**src/rtl/dsm_pkg.sv**
```systemverilog
// dsm_pkg: shared types and default parameters for the delta-sigma DAC chain
package dsm_pkg;
    localparam int DSM_WIDTH    = 16;
    localparam int DSM_OSR_LOG2 = 6;
    localparam int DSM_CLK_DIV  = 4;
    typedef logic signed [DSM_WIDTH-1:0] sample_t;
    typedef enum logic {FS_IDLE, FS_RUN} feeder_state_t;
endpackage

```
**src/rtl/dsm_tick_gen.sv**
```systemverilog
// dsm_tick_gen: free-running CLK_DIV divider producing a registered one-cycle modulator tick
module dsm_tick_gen #(
    parameter int CLK_DIV = 4
) (
    input  logic clk,
    input  logic rst,
    output logic clk_en
);
    localparam int CW = $clog2(CLK_DIV);
    localparam logic [CW-1:0] LAST = CW'(CLK_DIV - 1);
    logic [CW-1:0] cnt;
    always_ff @(posedge clk or negedge rst) begin
        if (!rst) begin
            cnt    <= '0;
            clk_en <= 1'b0;
        end else begin
            cnt    <= (cnt == LAST) ? '0 : cnt + 1'b1;
            clk_en <= (cnt == LAST);
        end
    end
endmodule

```
**src/rtl/dsm_interp_feeder.sv**
```systemverilog
// dsm_interp_feeder: buffers PCM samples and linearly interpolates them onto the modulator tick grid
module dsm_interp_feeder
    import dsm_pkg::*;
#(
    parameter int WIDTH    = DSM_WIDTH,
    parameter int OSR_LOG2 = DSM_OSR_LOG2,
    parameter int CLK_DIV  = DSM_CLK_DIV
) (
    input  logic                    clk,
    input  logic                    rst,
    input  logic signed [WIDTH-1:0] s_data,
    input  logic                    s_valid,
    output logic                    s_ready,
    output logic signed [WIDTH-1:0] dsm_in,
    output logic                    clk_en,
    output logic                    underrun,
    input  logic                    underrun_clr
);
    localparam int ACC_W = WIDTH + OSR_LOG2;
    localparam logic [0:0] IDLE = 1'b0;
    localparam logic [0:0] RUN  = 1'b1;

    logic [0:0]              state;
    logic signed [WIDTH-1:0] buf_q;
    logic signed [WIDTH-1:0] tgt;
    logic                    buf_full;
    logic signed [WIDTH:0]   delta;
    logic signed [WIDTH:0]   diff;
    logic signed [ACC_W-1:0] acc;
    logic signed [ACC_W-1:0] tgt_ext;
    logic [OSR_LOG2-1:0]     phase;
    logic                    hs;
    logic                    load;
    logic                    und_set;

    dsm_tick_gen #(.CLK_DIV(CLK_DIV)) u_tick (
        .clk    (clk),
        .rst    (rst),
        .clk_en (clk_en)
    );

    assign s_ready = ~buf_full;
    assign hs      = s_valid & s_ready;
    // phase stays 0 in IDLE, so phase==0 marks a boundary in both states
    assign load    = clk_en & buf_full & (phase == '0);
    assign und_set = clk_en & ~buf_full & (state == RUN) & (phase == '0);
    assign diff    = (WIDTH+1)'(buf_q) - (WIDTH+1)'(tgt);
    assign tgt_ext = {tgt, {OSR_LOG2{1'b0}}};
    assign dsm_in  = acc[ACC_W-1:OSR_LOG2];

    always_ff @(posedge clk or negedge rst) begin
        if (!rst) begin
            state    <= IDLE;
            buf_q    <= '0;
            buf_full <= 1'b0;
            tgt      <= '0;
            delta    <= '0;
            acc      <= '0;
            phase    <= '0;
            underrun <= 1'b0;
        end else begin
            if (hs)
                buf_q <= s_data;
            buf_full <= hs | (buf_full & ~load);
            underrun <= und_set | (underrun & ~underrun_clr);
            if (clk_en && (state == RUN || load)) begin
                phase <= phase + 1'b1;
                if (load) begin
                    state <= RUN;
                    delta <= diff;
                    tgt   <= buf_q;
                    acc   <= tgt_ext + ACC_W'(diff);
                end else if (phase == '0) begin
                    delta <= '0;
                    acc   <= tgt_ext;
                end else begin
                    acc <= acc + ACC_W'(delta);
                end
            end
        end
    end
endmodule

```
**config.mk**
```make
export PLATFORM = sky130hd
export DESIGN_NAME = dsm_interp_feeder
export DESIGN_NICKNAME = d
export VERILOG_FILES = /design/src/rtl/dsm_pkg.sv /design/src/rtl/dsm_tick_gen.sv /design/src/rtl/dsm_interp_feeder.sv
export SDC_FILE = /design/constraint.sdc
export NUM_CORES = 1
export LEC_CHECK = 0
export CORE_UTILIZATION = 54
export CTS_CLUSTER_SIZE = 24
export DETAILED_ROUTE_END_ITERATION = 12
export GPL_TIMING_DRIVEN = 0
export PLACE_DENSITY_LB_ADDON = 0.25
export SETUP_SLACK_MARGIN = 0.5
export SYNTH_ARGS = -nofsm -noshare
export SYNTH_HDL_FRONTEND = slang
export SYNTH_SLANG_ARGS = --single-unit
```
**constraint.sdc**
```tcl
create_clock -name clk -period 3.8 [get_ports clk]
set_clock_uncertainty 0.1 [all_clocks]
set_input_delay 0.76 -clock clk [delete_from_list [all_inputs] [get_ports clk]]
set_output_delay 0.76 -clock clk [all_outputs]
set_load 0.1 [all_outputs]
```
==> reports/results.tsv, run 1 <==
stage	metric	value	unit
global_routing	grt-ovfl-total	0	
synth	post_synth_num_cell_types	66	
critical_path	path_max_fanout	4	
synth	synth-seq-cells	83	
place	place_congestion	0.8827	
cts	clock_sinks	83	
timing	fin_tns_setup	-0.4482	ns
critical_path	rr_worst_depth	18	
cells_and_area	mostFrequentLayoutCells	dfrtp_1 (81), nand2_1 (55), ha_1 (52), nor2_1 (45), buf_4 (40)	
outcome	status	finished with violations	
cells_and_area	finish.utilization	68.13	%
synth	syn_inst	637	
cts	cts_max_path_buffers	2	
floorplan	initial_core_util	56.20	%
critical_path	r2r-end	acc[18]	
timing	hold-worst-slack	0.1951	ns
critical_path	cp_slowest_cell	dfrtp_1	
critical_path	arrival	4.13	ns
route	drc	0	
place	io_buffers	38	
synth	synth_area	5854	sq um
synth	syn-num-nets	719	
route	ant_nets	0	
critical_path	critPathBufInv	3	
synth	avgSynthCellArea	9.191	sq um
cts	tritoncts	yes	
critical_path	r2r_slack	-0.13	ns
timing	period_needed	3.931	ns
cts	cts_made_buffers	9	
synth	synthArstFlopShare	100.0	%
cts	clk_pin_slew_worst_paths	0.09	ns
place	place_inst	812	
timing	grt_setup_unrepaired	true	
route	firstDrtPassIters	6	
critical_path	crit_type	register to register	
route	num_vias	5113	
timing	max_freq	254.4	MHz
cts	ctsHoldBuffers	0	
synth	synth_seq_area_share	35.48	%
critical_path	crit_path_end_kind	register	
synth	yosys_warnings	0	
global_routing	antenna_found_initial	0	
cells_and_area	drive_gt1_share	18.66	%
hold_path	hold_class	input pin to async pin	
global_routing	grt_max_degree	59	
timing	worst_pin_slew	0.9748	ns
critical_path	worstPathCellList	inv_2 > ha_4 > inv_2 > fa_2 > a211oi_2 > o21ai_1 > nand4_1 > nand3b_1 > xor2_2 > ha_1 > o211ai_1 > o211ai_1 > a41oi_2 > buf_4 > o21bai_1 > a211oi_1 > o311a_1 > a21oi_1	
outcome	violations	negative setup slack	
floorplan	dieArea	11260	sq um
critical_path	critPathMaxStageDelay	0.38	ns
flow_run	drv_cap	0	
synth	synth_edf_count	0	
floorplan	ios	39	
synth	dominantRegCellSynth	dfrtp_1	
timing	relSlewSlack	34.81	%
timing	setup_viol	6	
cts	ctsHtreeMaxLevel	3	
timing	hold_viol	0	
route	wirelength	14.67	mm
place	hpwlAfterDp	10.95	mm
floorplan	die_y	106.1	um
critical_path	critPathLaunchType	register	
cells_and_area	syn_to_final_growth	21.22	%
cts	clock_latency	0.36	ns
cells_and_area	n_antenna_cell	0	
route	routedWlPerCell	17.17	um
route	viasPerCell	5.987	
floorplan	fp.dieW	106.1	um
route	initialDrtViolationCount	293	
critical_path	r2r-start	buf_q[0]	
floorplan	coreArea	10420	sq um
floorplan	fp-row-count	37	
critical_path	crit_required	3.99	ns
timing	slew_violations	0	
critical_path	crit_family	compound AO/OA/AOI/OAI gates	
timing	setup_ws	-0.1310	ns
timing	fin_crit_sh	103.4	%
cells_and_area	final_common_cell	dfrtp_1	
global_routing	grtUsageTotal	27.14	%
global_routing	grt_pass1_wl	23.78	mm
cts	cts_root_buf	clkbuf_8	
cells_and_area	instances_no_fill	854	
cells_and_area	layout.nets	795	
global_routing	grt_pass1_vias	5080	
-- Yosys cell counts (2+ instances only) --
library cell  count  area (sq um)
nor3_1           17         85.08
a222oi_1          3         30.03
o2111ai_1         2         17.52
nor2b_1           6         37.54
or3_1             7         43.79
o211ai_1         12         90.09
a22o_1           10         87.58
nand2_1          55         206.5
o21bai_1          5         37.54
and3_1            4         25.02
buf_1             7         26.28
clkbuf_1         10         37.54
a41oi_1           2         17.52
a31oi_1           9         56.30
and2_1            4         25.02
xor2_1           12         105.1
buf_4            16         120.1
o21ai_0          41         205.2
a211oi_1          7         52.55
nor2_1           45         168.9
nand2b_1          7         43.79
o21a_1           10         75.07
inv_1            32         120.1
a21oi_1          43         215.2
ha_1             59         738.2
a221oi_1          2         17.52
xnor2_1          27         236.5
nand4_1           3         18.77
a21o_1           18         135.1
o31ai_1           4         30.03
nand3_1          16         80.08
o22ai_1           2         12.51
a22oi_1           5         37.54
buf_2             3         15.01
fa_1              3         60.06
mux2_2           15         168.9
nand3b_1          3         22.52
dfrtp_1          83          2077
-- cells by family (layout without fill, tap and decap cells) --
group / Yosys count / count (layout) / share of synthesized area [%]
xor gates and xnor gates: 40 / 40 / 6.219
muxes: 15 / 15 / 2.885
and+or+nand+nor: 178 / 178 / 14.38
adders and majority gates: 62 / 62 / 13.64
DFF: 83 / 83 / 35.48
AOI/OAI and AO/OA: 191 / 191 / 21.95
buffers and inverters: 68 / 149 / 5.450
-- area by class of cell --
cell class                      instances  area (sq um)
Clock buffer                           14         152.6
Tap cell                              136         170.2
Fill cell                             839          3319
Buffer                                 36         198.9
Timing Repair Buffer                   65         611.8
Clock inverter                          2         35.03
Multi-Input combinational cell        486          3729
Sequential cell                        83          2079
Inverter                               32         120.1
-- worst max path at each step --
| stage | depth (start not counted) | start | to | slack, ns |
|---|---|---|---|---|
| final | 18 | buf_q[0] | acc[18] | -0.13 |
| after global routing | 18 | buf_q[0] | acc[18] | -0.26 |
| after CTS | 18 | buf_q[0] | acc[20] | -0.09 |
| after detailed placement | 18 | buf_q[0] | acc[20] | -0.12 |
| after global placement | 1 | rst | u_tick.cnt[0] | -1.02 |
| after floorplan | 17 | tgt[1] | acc[18] | 0.36 |
-- timing repair --
item,4_1_cts,5_1_grt
endpoints found under the setup margin,13,13
pin swaps,27,23
buffers inserted,17,9
gates resized for setup,23,23
-- through the flow --
stage	setup slack [ns]	area, sq um
final	-0.1310	7097
after global placement	-1.024	6481
after global routing	-0.2551	7097
after floorplan	0.3642	5931
after CTS	-0.09314	6918
after detailed placement	-0.1151	6506
-- worst register-to-register path, delay by kind of cell (launching register included) --
kind                     cells  cell delay (ns)
buffers and inverters        3             0.31
AO/OA/AOI/OAI                9             1.75
flip-flops                   1             0.38
XOR/XNOR                     1             0.19
AND/OR/NAND/NOR              2             0.28
adder cells (fa/ha/maj)      3             0.88
-- flip-flops by register name (all words and copies together) (netlist names) --
| signal | count |
|---|---|
| delta | 17 |
| state | 1 |
| u_tick.clk_en | 1 |
| tgt | 16 |
| buf_q | 16 |
| acc | 22 |
| underrun | 1 |
| buf_full | 1 |
| u_tick.cnt | 2 |
| phase | 6 |
-- routing by layer --
layer	global-route usage, %	vias to the layer above	routed length, um
met4	10.32	0	388
met2	46.01	184	6944
met3	4.476	28	1007
li1	-	2453	-
met1	34.70	2448	6327
met5	0	-	0
Power of run 1 is left out: the tool's default activity adds up to more than one toggle a clock period on the data nets, which glitch-free logic cannot reach.
==> inputs of run 2 (changes only) <==
--- a/config.mk
+++ b/config.mk
@@ -5,7 +5,8 @@
 export SDC_FILE = /design/constraint.sdc
 export NUM_CORES = 1
 export LEC_CHECK = 0
-export CORE_UTILIZATION = 54
+export CORE_UTILIZATION = 60
+export CTS_CLUSTER_DIAMETER = 80
 export CTS_CLUSTER_SIZE = 24
 export DETAILED_ROUTE_END_ITERATION = 12
 export GPL_TIMING_DRIVEN = 0
==> constraint.sdc (replaced) <==
create_clock -name clk -period 5.1 [get_ports clk]
set_clock_uncertainty 0.1 [all_clocks]
set_input_delay 1.02 -clock clk [delete_from_list [all_inputs] [get_ports clk]]
set_output_delay 1.02 -clock clk [all_outputs]
set_load 0.1 [all_outputs]
==> reports/results.tsv, run 2 (synthesized netlist as in run 1, its figures left out) <==
stage	metric	value	unit
cells_and_area	largest_register	acc	
flow_run	drv_cap	0	
cells_and_area	finish.utilization	70.99	%
cells_and_area	instances_no_fill	820	
cts	cts_made_buffers	9	
place	hpwlAfterDp	10.88	mm
timing	fin_tns_setup	0	ns
critical_path	critPathLaunchType	register	
critical_path	crit_type	register to register	
timing	slew_violations	0	
floorplan	ios	39	
route	viasPerCell	6.012	
floorplan	dieArea	10160	sq um
cells_and_area	layout.nets	769	
cts	tritoncts	yes	
cells_and_area	drive_gt1_share	9.117	%
cts	cts_max_path_buffers	2	
critical_path	arrival	4.51	ns
hold_path	hold_class	register to register	
critical_path	path_max_fanout	4	
cts	clock_sinks	83	
place	place_congestion	0.9685	
cells_and_area	final_common_cell	dfrtp_1	
timing	relSlewSlack	34.58	%
timing	fin_crit_sh	85.58	%
cts	ctsHoldBuffers	0	
route	dr.max_layer_used	met4	
global_routing	grt-ovfl-total	0	
route	initialDrtViolationCount	274	
cells_and_area	largest_register_ff_count	22	
timing	hold_viol	0	
global_routing	antenna_found_initial	0	
floorplan	die_y	100.8	um
route	wirelength	13.80	mm
place	io_buffers	38	
cells_and_area	n_antenna_cell	0	
cts	clock_latency	0.36	ns
cts	clk_pin_slew_worst_paths	0.09	ns
cells_and_area	reg_top3	acc: 22 flops, delta: 17 flops	
critical_path	crit_path_end_kind	register	
cts	cts_root_buf	clkbuf_8	
floorplan	fp-row-count	35	
floorplan	initial_core_util	62.76	%
route	drc	0	
timing	period_needed	4.365	ns
cells_and_area	syn_to_final_growth	13.10	%
floorplan	coreArea	9328	sq um
timing	worst_pin_slew	0.9782	ns
global_routing	grtUsageTotal	29.09	%
route	ant_nets	0	
route	routedWlPerCell	16.83	um
timing	hold-worst-slack	0.3345	ns
cells_and_area	mostFrequentLayoutCells	dfrtp_1 (83), ha_1 (59), nand2_1 (55), nor2_1 (45), a21oi_1 (43)	
route	wl_met1	6.183	mm
floorplan	fp.dieW	100.8	um
cts	ctsHtreeMaxLevel	3	
route	met2WireLength	6.580	mm
global_routing	grt_max_degree	55	
timing	max_freq	229.1	MHz
route	firstDrtPassIters	6	
timing	setup_viol	0	
route	met3_length	722	um
global_routing	grt_pass1_vias	4752	
critical_path	crit_required	5.24	ns
global_routing	grt_pass1_wl	22.83	mm
place	place_inst	805	
route	num_vias	4930	
timing	grt_setup_unrepaired	false	
outcome	status	complete, no violations	
==> run 2: cell types whose count changed in the layout (fill, tap and decap cells not counted), sizes merged <==
cell	change
clkbuf	-4
clkinv	+1
buf	-26
clkinvlp	+2
==> run 2: repair_timing <==
item                                   in CTS  in global routing
resized for setup                           0                  3
setup endpoints to repair                   0                  3
endpoints found under the hold margin       0                  0
setup buffers                               0                  0
==> run 2: stage by stage <==
stage          instance area [sq um]  worst slack [ns]
2_1_floorplan                   5854             1.228
3_3_place_gp                    6396           0.03101
3_5_place_dp                    6421            0.5845
4_1_cts                         6604            0.5861
5_1_grt                         6621            0.5079
6_report                        6621            0.7352
==> run 2: worst max-delay path, stage by stage, from the launching register on <==
cell and delay, ns:
dfrtp_1 0.42, inv_1 0.17, ha_1 0.25, nor2b_1 0.13
o21a_1 0.18, o21ai_1 0.27, a211oi_1 0.18, nor3_2 0.27
nor3_1 0.10, or3_1 0.40, and2_1 0.20, ha_1 0.32
a21o_1 0.20, a41oi_2 0.23, o21ai_0 0.20, nand3b_1 0.13
o31ai_1 0.07, o31ai_1 0.30, o211ai_1 0.13
==> run 2: worst paths after layout <==
check | startpoint | slack [ns] | cells after the start | end
setup reg to reg | tgt[1] | 0.74 | 18 | acc[20]
hold reg to reg | u_tick.cnt[0] | 0.33 | 1 | u_tick.cnt[0]
min in group asynchronous | rst | 0.48 | 1 | delta[3]
setup / recovery | tgt[1] | 0.74 | 18 | acc[20]
hold / removal | u_tick.cnt[0] | 0.33 | 1 | u_tick.cnt[0]
max in group asynchronous | rst | 3.82 | 2 | tgt[15]
==> run 2: metal layers <==
metal / up-vias / track usage, %
met5: - / 0
met4: 0 / 9.588
met3: 26 / 3.953
met2: 142 / 49.21
met1: 2366 / 38.63
li1: 2396 / -
==> run 2: area by class of cell <==
cell class	instances	area, sq um
Tap cell	129	161.4
Multi-Input combinational cell	486	3476
Buffer	36	198.9
Clock buffer	10	127.6
Fill cell	731	2706
Timing Repair Buffer	39	405.4
Clock inverter	5	55.05
Sequential cell	83	2077
Inverter	32	120.1
Power of run 2 is left out for the same reason.
